<file path="config.mk">
export PLATFORM = sky130hd
export DESIGN_NAME = shared_register_arbiter
export DESIGN_NICKNAME = d
export VERILOG_FILES = /design/src/rtl/shared_register_arbiter.sv
export SDC_FILE = /design/constraint.sdc
export NUM_CORES = 1
export LEC_CHECK = 0
export BUFFER_PORTS_ARGS = -buffer_cell sky130_fd_sc_hd__buf_4
export CAP_MARGIN = 5
export CORE_MARGIN = 5
export CORE_UTILIZATION = 46
export CTS_CLUSTER_SIZE = 28
export DETAILED_ROUTE_END_ITERATION = 10
export GPL_TIMING_DRIVEN = 0
export HOLD_SLACK_MARGIN = 0.02
export PLACE_DENSITY = 0.77
export SYNTH_ARGS = -nofsm -noshare
export SYNTH_HDL_FRONTEND = slang
export SYNTH_SLANG_ARGS = --single-unit
</file>
<file path="constraint.sdc">
create_clock -name CLK -period 2.5 [get_ports CLK]
set_input_delay 0.75 -clock CLK [delete_from_list [all_inputs] [get_ports CLK]]
set_output_delay 0.75 -clock CLK [all_outputs]
set_load 0.01 [all_outputs]
</file>
<file path="src/rtl/shared_register_arbiter.sv">
// Round-robin arbiter and write sequencer for one shared WIDTH-bit register written by N requesters (optional lock: SHARED_REG_ARB_LOCK_EN).
// Latency: the winner's REQ/D are sampled at edge k, and O/ACK/OWNER update at that same edge.
// Backpressure: losers hold REQ until granted; a requester is masked in its own ACK cycle unless it holds the lock.
module shared_register_arbiter #(
    parameter int WIDTH = 3,
    parameter int N     = 4,
    parameter int INIT  = 0
) (
    input  logic                  CLK,
    input  logic                  RESETN,
    input  logic [N-1:0]          REQ,
    input  logic [N*WIDTH-1:0]    D,
`ifdef SHARED_REG_ARB_LOCK_EN
    input  logic [N-1:0]          LOCK,
`endif
    output logic [WIDTH-1:0]      O,
    output logic [N-1:0]          ACK,
    output logic [$clog2(N)-1:0]  OWNER,
    output logic                  BUSY
);

    localparam int IW = $clog2(N);
    localparam logic [WIDTH-1:0] INIT_V = WIDTH'(INIT);

`ifdef SHARED_REG_ARB_LOCK_EN
    typedef enum logic {ST_IDLE, ST_LOCKED} state_t;
    state_t state_q, state_d;
`endif

    logic [WIDTH-1:0] o_q, o_d;
    logic [N-1:0]     ack_q, ack_d;
    logic [IW-1:0]    owner_q, owner_d;
    logic [IW-1:0]    ptr_q, ptr_d;

    logic [N-1:0]     ereq;
    logic             win_vld;
    logic [IW-1:0]    win;
    int               idx;

    // Index following x, wrapping N-1 back to 0.
    function automatic logic [IW-1:0] next_idx(input logic [IW-1:0] x);
        return (x == IW'(N - 1)) ? '0 : x + 1'b1;
    endfunction

    // Round-robin search from ptr_q; descending scan so the nearest set index wins.
    always_comb begin
        ereq    = REQ & ~ack_q;
        win_vld = 1'b0;
        win     = '0;
        idx     = 0;
        for (int k = N - 1; k >= 0; k--) begin
            idx = int'(ptr_q) + k;
            if (idx >= N) idx = idx - N;
            if (ereq[idx]) begin
                win_vld = 1'b1;
                win     = IW'(idx);
            end
        end
    end

    // Next-state: grant and register load, plus lock hold/release when built.
    always_comb begin
        o_d     = o_q;
        ack_d   = '0;
        owner_d = owner_q;
        ptr_d   = ptr_q;
`ifdef SHARED_REG_ARB_LOCK_EN
        state_d = state_q;
        if (state_q == ST_LOCKED) begin
            // Lock holder may write every cycle; its own ACK does not mask it here.
            if (REQ[owner_q]) begin
                o_d            = D[owner_q*WIDTH +: WIDTH];
                ack_d[owner_q] = 1'b1;
            end
            if (!LOCK[owner_q]) begin
                state_d = ST_IDLE;
                ptr_d   = next_idx(owner_q);
            end
        end else if (win_vld) begin
            o_d        = D[win*WIDTH +: WIDTH];
            ack_d[win] = 1'b1;
            owner_d    = win;
            ptr_d      = next_idx(win);
            if (LOCK[win]) state_d = ST_LOCKED;
        end
`else
        if (win_vld) begin
            o_d        = D[win*WIDTH +: WIDTH];
            ack_d[win] = 1'b1;
            owner_d    = win;
            ptr_d      = next_idx(win);
        end
`endif
    end

    // State registers; reset clears any ACK in flight and drops the lock immediately.
    always_ff @(posedge CLK or negedge RESETN) begin
        if (!RESETN) begin
            o_q     <= INIT_V;
            ack_q   <= '0;
            owner_q <= '0;
            ptr_q   <= '0;
`ifdef SHARED_REG_ARB_LOCK_EN
            state_q <= ST_IDLE;
`endif
        end else begin
            o_q     <= o_d;
            ack_q   <= ack_d;
            owner_q <= owner_d;
            ptr_q   <= ptr_d;
`ifdef SHARED_REG_ARB_LOCK_EN
            state_q <= state_d;
`endif
        end
    end

    assign O     = o_q;
    assign ACK   = ack_q;
    assign OWNER = owner_q;
`ifdef SHARED_REG_ARB_LOCK_EN
    assign BUSY  = (state_q == ST_LOCKED);
`else
    assign BUSY  = 1'b0;
`endif

endmodule

</file>
==> flow_summary.ini <==
[power]
p_leak_nw = 0.456
power_mw = 1.03
peakVddDrop_uv = 670
cellPowerDensity_mw_per_mm2 = 1110

[clock_tree]
clk_path_buf_depth = 2
cts-resized-gates = 0
cts_tree = done
clock-root-buffer = clkbuf_4
cts_inserted_buffers = 3
h-tree-depth = 1
clk_latency_ns = 0.26
postCtsHoldBufs = 0
clock-sinks = 11
clkTransAtPathRegs_ns = 0.06
post_cts_buffers = 0

[die]
dieArea_mm2 = 0.00236
num_rows = 14
core_area_mm2 = 0.00145
die_h_um = 48.6
initial_core_util_pct = 47.2
die_w_um = 48.6
io_pins = 28

[drt]
drc = 0
drt_pass1_iterations = 2
drtIter0Drc = 4
ant_nets = 0
drt_wl_total_mm = 1.55
via_per_inst = 5.25
vias = 619
wl_per_cell_um = 13.1

[synthesis]
syn_nets = 91
synth_fa_ha_area_share_pct = 1.82
synthDominantCellAreaShare_pct = 40.1
muxShareOfSynthArea_pct = 10.4
synth_edf_count = 0
synth.most_common_cell = dfrtp_1
synthXorXnorAreaFrac_pct = 0
yosysWarningCount = 0
synth_compound_area_share_pct = 22.3
synth_area_um2 = 686
synth.distinct_cells = 25
ys.flop_type = dfrtp_1
synth.avg_cell_area_um2 = 9.52
synthTopCellsByArea = dfrtp_1, mux2i_1, a21oi_1
yosys.area.top_type = dfrtp_1
ys_top_cells_by_count = dfrtp_1, a21oi_1, nor2_1
async_reset_ff_share_pct = 100
ys_ff_latch = 11
syn_inst = 72
synth.yosys.seq_area_share_pct = 40.1
synth_top_family_by_area = compound AO/OA/AOI/OAI gates
yosys.area_share.simple_pct = 18.8

[finish]
layout.nets = 122
areaGrowthSynthToFinish_pct = 35.2
drive_gt1_share_pct = 39.2
fin_util_pct = 63.8
stdcell_count = 118
antenna_cells = 0
num-fill-cells = 139

[critical_path]
path_buf_inv = 3
critPathMaxStageDelay_ns = 0.40
crit_path_cell_trace = buf_4, nand2b_4, buf_6, or2_4, o221ai_4, inv_1, ha_1, mux2_2
worstSetupPathType = input port to register
path_max_fanout = 10
critPathCaptureType = register
cp_top_family = compound AO/OA/AOI/OAI gates
cp_slowest_cell = o221ai_4
arrival_ns = 2.33
critPathLaunchType = input port
reg2reg_from = ACK[0]$_DFF_PN0_
critPathLaunch = REQ[0]
required_ns = 2.65

[sta]
fin_hold_ws_ns = 0.308
skew_ns = 0.000574
fin_crit_ns = 2.19
slew_violations = 0
setup-tns-final_ns = 0
min_period_over_period_pct = 87.5
setup_viol = 0
rsz0062_at_grt = false
hold_viol = 0
max_clock_freq_mhz = 457

[hold_path]
hold_path.class = input port to async pin

[placement]
io_buffers = 26
routabilityCongestion = 0.733
dp.cells = 114
dp_hpwl_mm = 1.24

[outcome]
outcome = finished, final reports clean

[job]
cap_violations = 0

[global_routing]
grt_pass1_wl_mm = 2.74
grt.total_usage_pct = 14.1
overflow = 0
grt_max_degree = 12
grt_pass1_vias = 645
antenna_found_initial = 0
[flip-flops by register name, indices dropped and copies added, names as in the netlist]
signal	flops
OWNER	2
O	3
ACK	4
ptr_q	2
[layout make-up]
cell class | instances | area (µm²) | share of cell area [%]
Multi-Input combinational cell | 55 | 369 | 39.8
Sequential cell | 11 | 275 | 29.7
Timing Repair Buffer | 26 | 195 | 21.1
Buffer | 3 | 30.0 | 3.24
Clock buffer | 4 | 26.3 | 2.83
Tap cell | 16 | 20.0 | 2.16
Inverter | 3 | 11.3 | 1.21
[where the power goes]
part	leakage (nW)	internal [mW]	switching [mW]
Sequential	0.132	0.265	0.0681
Clock	0.0150	0.0616	0.0534
Combinational	0.309	0.283	0.296
[worst reg2reg max path: stages, from the launching register on]
cell and delay [ns]:
dfrtp_1 0.39, nand2b_4 0.14, buf_6 0.13, or2_4 0.24
o221ai_4 0.40, inv_1 0.12, ha_1 0.30, mux2_2 0.26
[cells in the final DEF (no fill, tap or decap)]
cell type,instances
clkbuf_1,1
buf_6,2
inv_1,3
and3b_2,1
ha_1,1
o22ai_1,1
o221ai_4,1
o21ai_0,8
nand2b_1,1
nand2_1,2
and2b_2,2
nor2b_1,1
or2_4,1
clkbuf_4,3
mux2_2,1
buf_4,27
dfrtp_1,11
nor3_1,1
and2_1,1
nand2b_4,1
o211ai_1,1
nand3_2,1
a21oi_1,10
a211oi_1,3
mux2i_1,6
nor2_1,10
conb_1,1
[metal layers]
metal,track usage (%),vias to the layer above,part of all wire (%)
met1,16.1,298,42
met3,2.76,2,3.2
met5,0,-,0
met2,24.8,7,54
li1,-,312,-
met4,6.28,0,0.65
[path summary, 6_finish.rpt]
check,endpoint,slack (ns),cells after the start
worst max-delay path,ptr_q[1]$_DFFE_PN0P_,0.31,8
worst min-delay path,ACK[3]$_DFF_PN0_,0.31,1
worst max register to register,ptr_q[1]$_DFFE_PN0P_,0.41,7
worst min register to register,OWNER[1]$_DFFE_PN0P_,0.54,2
max in group asynchronous,O[2]$_DFFE_PN0P_,2.05,1
min in group CLK,OWNER[1]$_DFFE_PN0P_,0.54,2
[kinds of logic (layout without fill, tap and decap cells)]
| family | count (synthesis) | count (layout) |
|---|---|---|
| adders and majority gates | 1 | 1 |
| other | 1 | 1 |
| AOI/OAI and AO/OA | 24 | 24 |
| and+or+nand+nor | 22 | 22 |
| DFF | 11 | 11 |
| muxes | 7 | 7 |
| buffers and inverters | 6 | 36 |
[through the flow]
stage	area, µm²	setup slack (ns)
5_1_grt	927	0.245
2_1_floorplan	686	0.276
3_5_place_dp	901	0.0496
6_report	927	0.313
3_3_place_gp	901	0.0788
4_1_cts	927	0.313
Note: power is estimated with default switching activity, not from simulation.
